`src/rtl/uart_rx_monitor.sv`:
```
// Simulation-side UART receiver: deserialises 8N1 frames from rx_i into a byte FIFO read over valid/ready.
// Define UART_RX_PARITY_EN to receive 8E1 frames and report even-parity errors.
module uart_rx_monitor #(
  parameter int CLK_FREQ_HZ = 100_000_000,
  parameter int BAUD        = 256_000,
  parameter int FIFO_DEPTH  = 16
) (
  input  logic                          clk_i,
  input  logic                          rst_i,
  input  logic                          rx_i,
  output logic [7:0]                    data_o,
  output logic                          valid_o,
  input  logic                          ready_i,
  output logic                          frame_err_o,
  output logic                          parity_err_o,
  output logic                          overflow_o,
  output logic [$clog2(FIFO_DEPTH):0]   count_o
);

  localparam int CLKS_PER_BIT = CLK_FREQ_HZ / BAUD;
  localparam int CNT_W        = $clog2(CLKS_PER_BIT);
  localparam int PTR_W        = $clog2(FIFO_DEPTH);
  localparam int CW           = PTR_W + 1;

  localparam logic [CNT_W-1:0] CNT_LAST = CNT_W'(CLKS_PER_BIT - 1);
  localparam logic [CNT_W-1:0] CNT_MID  = CNT_W'(CLKS_PER_BIT / 2 - 1);
  localparam logic [CW-1:0]    CNT_FULL = CW'(FIFO_DEPTH);

  if (CLKS_PER_BIT < 4) begin : g_bad_baud
    $fatal(1, "uart_rx_monitor: CLKS_PER_BIT must be >= 4");
  end
  if (FIFO_DEPTH < 2 || (FIFO_DEPTH & (FIFO_DEPTH - 1)) != 0) begin : g_bad_depth
    $fatal(1, "uart_rx_monitor: FIFO_DEPTH must be a power of 2 and >= 2");
  end

  typedef enum logic [2:0] {
    IDLE,
    START,
    DATA,
`ifdef UART_RX_PARITY_EN
    PARITY,
`endif
    STOP,
    BREAK
  } state_t;

`ifdef UART_RX_PARITY_EN
  function automatic logic parity_odd(input logic [7:0] d, input logic p);
    return ^{d, p};
  endfunction
`endif

  // Stage p0/p1: two-flop synchroniser, idles high
  logic rx_p0, rx_p1, rx_s;

  always_ff @(posedge clk_i) begin
    if (rst_i) begin
      rx_p0 <= 1'b1;
      rx_p1 <= 1'b1;
    end else begin
      rx_p0 <= rx_i;
      rx_p1 <= rx_p0;
    end
  end

  assign rx_s = rx_p1;

  // Frame FSM: control state is reset, the shift register is not
  state_t           state_q, state_d;
  logic [CNT_W-1:0] cnt_q, cnt_d;
  logic [2:0]       idx_q, idx_d;
  logic [7:0]       shift_q, shift_d;
  logic             push_req, ferr_set, perr_set;
`ifdef UART_RX_PARITY_EN
  logic             par_q, par_d;
`endif

  always_ff @(posedge clk_i) begin
    if (rst_i) begin
      state_q <= IDLE;
      cnt_q   <= '0;
      idx_q   <= '0;
    end else begin
      state_q <= state_d;
      cnt_q   <= cnt_d;
      idx_q   <= idx_d;
    end
  end

  always_ff @(posedge clk_i) begin
    shift_q <= shift_d;
`ifdef UART_RX_PARITY_EN
    par_q   <= par_d;
`endif
  end

  always_comb begin
    state_d  = state_q;
    cnt_d    = cnt_q;
    idx_d    = idx_q;
    shift_d  = shift_q;
`ifdef UART_RX_PARITY_EN
    par_d    = par_q;
`endif
    push_req = 1'b0;
    ferr_set = 1'b0;
    perr_set = 1'b0;
    case (state_q)
      IDLE: begin
        cnt_d = '0;
        idx_d = '0;
        if (!rx_s) state_d = START;
      end
      START: begin
        if (cnt_q == CNT_MID) begin
          cnt_d   = '0;
          state_d = rx_s ? IDLE : DATA;
        end else begin
          cnt_d = cnt_q + CNT_W'(1);
        end
      end
      DATA: begin
        if (cnt_q == CNT_LAST) begin
          cnt_d   = '0;
          shift_d = {rx_s, shift_q[7:1]};
          if (idx_q == 3'd7) begin
`ifdef UART_RX_PARITY_EN
            state_d = PARITY;
`else
            state_d = STOP;
`endif
          end else begin
            idx_d = idx_q + 3'd1;
          end
        end else begin
          cnt_d = cnt_q + CNT_W'(1);
        end
      end
`ifdef UART_RX_PARITY_EN
      PARITY: begin
        if (cnt_q == CNT_LAST) begin
          cnt_d   = '0;
          par_d   = rx_s;
          state_d = STOP;
        end else begin
          cnt_d = cnt_q + CNT_W'(1);
        end
      end
`endif
      STOP: begin
        if (cnt_q == CNT_LAST) begin
          cnt_d = '0;
`ifdef UART_RX_PARITY_EN
          perr_set = parity_odd(shift_q, par_q);
`endif
          if (rx_s) begin
            push_req = !perr_set;
            state_d  = IDLE;
          end else begin
            // A held-low line parks in BREAK instead of framing endless 0x00 bytes
            ferr_set = 1'b1;
            state_d  = BREAK;
          end
        end else begin
          cnt_d = cnt_q + CNT_W'(1);
        end
      end
      BREAK: begin
        if (rx_s) state_d = IDLE;
      end
      default: state_d = IDLE;
    endcase
  end

  // Error pulses are registered so they line up with the FIFO write timing
  logic frame_err_q, parity_err_q;

  always_ff @(posedge clk_i) begin
    if (rst_i) begin
      frame_err_q  <= 1'b0;
      parity_err_q <= 1'b0;
    end else begin
      frame_err_q  <= ferr_set;
      parity_err_q <= perr_set;
    end
  end

  // Byte FIFO; data_q mirrors the head entry so data_o is defined out of reset
  logic [7:0]       mem [FIFO_DEPTH];
  logic [PTR_W-1:0] wr_ptr, rd_ptr, rd_nxt;
  logic [CW-1:0]    count_q;
  logic [7:0]       data_q;
  logic             overflow_q, full, valid, pop, push_ok;

  assign valid   = (count_q != '0);
  assign full    = (count_q == CNT_FULL);
  assign pop     = valid && ready_i;
  assign push_ok = push_req && (!full || pop);
  assign rd_nxt  = rd_ptr + PTR_W'(1);

  always_ff @(posedge clk_i) begin
    if (push_ok) mem[wr_ptr] <= shift_q;
  end

  always_ff @(posedge clk_i) begin
    if (rst_i) begin
      wr_ptr     <= '0;
      rd_ptr     <= '0;
      count_q    <= '0;
      overflow_q <= 1'b0;
    end else begin
      if (push_ok) wr_ptr <= wr_ptr + PTR_W'(1);
      if (pop)     rd_ptr <= rd_nxt;
      case ({push_ok, pop})
        2'b10:   count_q <= count_q + CW'(1);
        2'b01:   count_q <= count_q - CW'(1);
        default: count_q <= count_q;
      endcase
      if (push_req && full && !pop) overflow_q <= 1'b1;
    end
  end

  always_ff @(posedge clk_i) begin
    if (rst_i) begin
      data_q <= '0;
    end else if (pop) begin
      if (count_q >= CW'(2))  data_q <= mem[rd_nxt];
      else if (push_ok)       data_q <= shift_q;
    end else if (push_ok && !valid) begin
      data_q <= shift_q;
    end
  end

  assign data_o       = data_q;
  assign valid_o      = valid;
  assign count_o      = count_q;
  assign overflow_o   = overflow_q;
  assign frame_err_o  = frame_err_q;
`ifdef UART_RX_PARITY_EN
  assign parity_err_o = parity_err_q;
`else
  assign parity_err_o = 1'b0;
`endif

endmodule
```
`config.mk`:
```
export PLATFORM = sky130hd
export DESIGN_NAME = uart_rx_monitor
export DESIGN_NICKNAME = d
export VERILOG_FILES = /design/src/rtl/uart_rx_monitor.sv
export SDC_FILE = /design/constraint.sdc
export NUM_CORES = 1
export LEC_CHECK = 0
export ABC_AREA = 1
export CAP_MARGIN = 30
export CORE_MARGIN = 2
export CORE_UTILIZATION = 37
export DETAILED_ROUTE_END_ITERATION = 10
export PLACE_DENSITY_LB_ADDON = 0.3
export SETUP_SLACK_MARGIN = 0.2
export SYNTH_ARGS = -nofsm -noshare
export SYNTH_HDL_FRONTEND = slang
export SYNTH_SLANG_ARGS = --single-unit
```
`constraint.sdc`:
```
create_clock -name clk_i -period 5.5 [get_ports clk_i]
set_input_delay 1.1 -clock clk_i [delete_from_list [all_inputs] [get_ports clk_i]]
set_output_delay 1.1 -clock clk_i [all_outputs]
set_load 0.1 [all_outputs]
```
==> impl_metrics.env <==
export IMPL_cp_required_ps=4400
export IMPL_post_route_util_pct=43.00
export IMPL_die_y_um=146.1
export IMPL_dieWidth_um=146.1
export IMPL_rows=51
export IMPL_wl_met3_um=887
export IMPL_place_port_buffers=19
export IMPL_grt_pass1_wl_mm=26.92
export IMPL_min_path_type="reg2reg"
export IMPL_core_area_sq_um=19650
export IMPL_grt_overflow_total=0
export IMPL_grt_start_max_net_pins=68
export IMPL_initial_core_util_pct=38.03
export IMPL_irDropWorstVdd_uv=268.4
export IMPL_nNetsFinal=718
export IMPL_drtAntennaViolNets=0
export IMPL_status="completed"
export IMPL_antenna_cells=0
export IMPL_via_count=5117
export IMPL_detail_route_vias_per_cell=5.227
export IMPL_crit_arrival_ps=2190
export IMPL_cp_start_kind="flip-flop"
export IMPL_holdWs_ps=418.6
export IMPL_pin_count=21
export IMPL_final_hold_violation_count=0
export IMPL_grt_usage_pct=16.40
export IMPL_reg2reg_slack_ps=2250
export IMPL_cts_made_buffers=17
export IMPL_syn_inst=692
export IMPL_cts_setup_buffers=0
export IMPL_drc=0
export IMPL_globalplace_congestion=0.8418
export IMPL_dp_hpwl_mm=11.25
export IMPL_cts_sinks=176
export IMPL_crit_path_end_kind="output port"
export IMPL_cts_root_buf="clkbuf_16"
export IMPL_hold_buffers=0
export IMPL_syn_nets=708
export IMPL_slew_viol_final=0
export IMPL_synth_cell_types=42
export IMPL_die_area_sq_um=21360
export IMPL_wl_met2_mm=8.602
export IMPL_tritoncts="yes"
export IMPL_relSlewSlack_pct=32.20
export IMPL_critical_path_peak_fanout=5
export IMPL_clock_path_buffers=2
export IMPL_worst_pin_slew_ps=1017
export IMPL_ys_warn_count=0
export IMPL_wl_met1_mm=7.244
export IMPL_powerDensity_nw_per_um2=528.9
export IMPL_syn_to_final_growth_pct=13.06
export IMPL_ys_seq_area_share_pct=65.35
export IMPL_fmax_ghz=0.3038
export IMPL_max_cap_violations=0
export IMPL_cellLeakagePower_nw=2.885
export IMPL_hold_depth=1
export IMPL_grt_pass1_vias=5018
export IMPL_critical_path_class="reg2out"
export IMPL_ctsHtreeMaxLevel=4
export IMPL_antenna_found_initial=0
export IMPL_ys_ff_latch=176
export IMPL_clkTransAtPathRegs_ps=70
export IMPL_fin_tns_setup_ps=0
export IMPL_drt_iter0_markers=387
export IMPL_layout_drive_gt1_share_pct=8.403
export IMPL_min_period_over_period_pct=59.85
export IMPL_n_fill_cell=1898
export IMPL_finalSetupViolCount=0
export IMPL_ff2ff_path_depth=9
export IMPL_finClkSkew_ps=11.46
export IMPL_wl_mm=17.01
export IMPL_highest_layer="met4"
export IMPL_avgSynthCellArea_sq_um=10.80
export IMPL_insertion_delay_ps=430
export IMPL_ctsResizeCount=0
export IMPL_first_pass_iters=5
export IMPL_rsz0062_at_grt="false"
export IMPL_fin_crit_ps=3292
export IMPL_wl_per_cell_um=17.37
export IMPL_synth_area_sq_um=7475
[flip-flops by register name, indices dropped and copies added, names as in the netlist, 3 cells and up]
signal	flops
mem	128
cnt_q	9
data_o	8
shift_q	8
count_o	5
rd_ptr	4
wr_ptr	4
idx_q	3
state_q	3
[power by group]
group / internal (mW) / switching, mW / leakage, nW / total (mW)
clock: 0.637 / 0.529 / 0.272 / 1.17
sequential: 1.48 / 0.0723 / 1.55 / 1.56
combinational: 0.477 / 1.27 / 1.06 / 1.75
[cell usage after synthesis]
master	number	area share, %
o211ai_1	30	3.0
and3_1	1	0.084
clkinv_2	1	0.067
nand3_1	16	1.1
nor2_1	134	6.7
xor2_1	2	0.23
o22ai_1	1	0.084
o21ai_2	1	0.12
a21oi_1	21	1.4
o21ai_0	98	6.6
inv_1	36	1.8
nor2_4	4	0.60
nand2_4	2	0.30
a21oi_4	1	0.22
nand3b_1	1	0.10
nor3_1	9	0.60
dfxtp_1	40	11
xor2_2	1	0.22
nand4_1	6	0.50
o221ai_1	1	0.12
conb_1	1	0.050
edfxtp_1	136	55
a22oi_2	1	0.17
inv_2	6	0.30
nor2_2	3	0.25
or2_2	3	0.25
clkbuf_1	14	0.70
buf_6	1	0.15
o21a_1	1	0.10
buf_4	5	0.50
nand3_2	1	0.13
buf_2	10	0.67
o21ai_1	9	0.60
buf_1	1	0.050
a211oi_1	5	0.50
xnor2_1	2	0.23
a31oi_1	8	0.67
nand2_2	1	0.084
or3b_1	1	0.12
clkinv_1	1	0.050
ha_1	12	2.0
nand2_1	64	3.2
[metal layers]
| metal | track usage (%) | vias to the layer above |
|---|---|---|
| met1 | 21.13 | 2487 |
| met5 | 0 | - |
| li1 | - | 2457 |
| met4 | 4.903 | 0 |
| met3 | 3.656 | 23 |
| met2 | 27.81 | 150 |
[cell usage in the layout, fill, tap and decap left out, types with 17 or more instances in the layout]
cell type and instances:
a21oi_1 21, clkbuf_16 17, clkdlybuf4s50_1 19, dfxtp_1 39, edfxtp_1 136, inv_1 36, nand2_1 64, nor2_1 134
o211ai_1 30, o21ai_0 98
[worst max-delay path, cell delays in order (launching register included)]
cell and delay, ps:
dfxtp_1 390, inv_1 120, nand3_2 110, clkdlybuf4s50_1 1140
[cell families after synthesis]
group           after synthesis  synth area share, %
fa+ha+maj                    12                2.009
other cells                   1              0.05017
compound gates              177                13.56
flops                       176                65.35
buf+inv                      75                4.302
xor+xnor                      5               0.6865
simple gates                246                14.04
[metrics by stage]
stage	worst slack, ps	instance area [sq um]	instances	power (mW)
2_1_floorplan	2453	7475	692	2.906
3_3_place_gp	2258	7865	947	3.281
3_5_place_dp	2233	7880	948	3.325
4_1_cts	2181	8451	979	4.493
5_1_grt	1960	8451	979	4.725
6_report	2208	8451	979	4.470
[layout make-up]
cell class,instances,area [sq um],area share (%)
Inverter,44,166.4,1.969
Sequential cell,176,4886,57.82
Timing Repair Buffer,22,220.2,2.606
Clock buffer,17,425.4,5.034
Multi-Input combinational cell,441,2276,26.93
Tap cell,265,331.6,3.924
Clock inverter,14,145.1,1.717
[path summary, 6_finish.rpt]
| kind | startpoint | to |
|---|---|---|
| setup reg to reg | rd_ptr[0]$_SDFFE_PP0N_ | data_o[7]$_SDFFE_PP0P_ |
| hold reg to reg | rx_p0$_SDFF_PP1_ | rx_p1$_SDFF_PP1_ |
| setup / recovery | count_o[0]$_SDFFE_PP0P_ | valid_o |
| hold / removal | rx_p0$_SDFF_PP1_ | rx_p1$_SDFF_PP1_ |
Note: power is estimated with default switching activity, not from simulation.
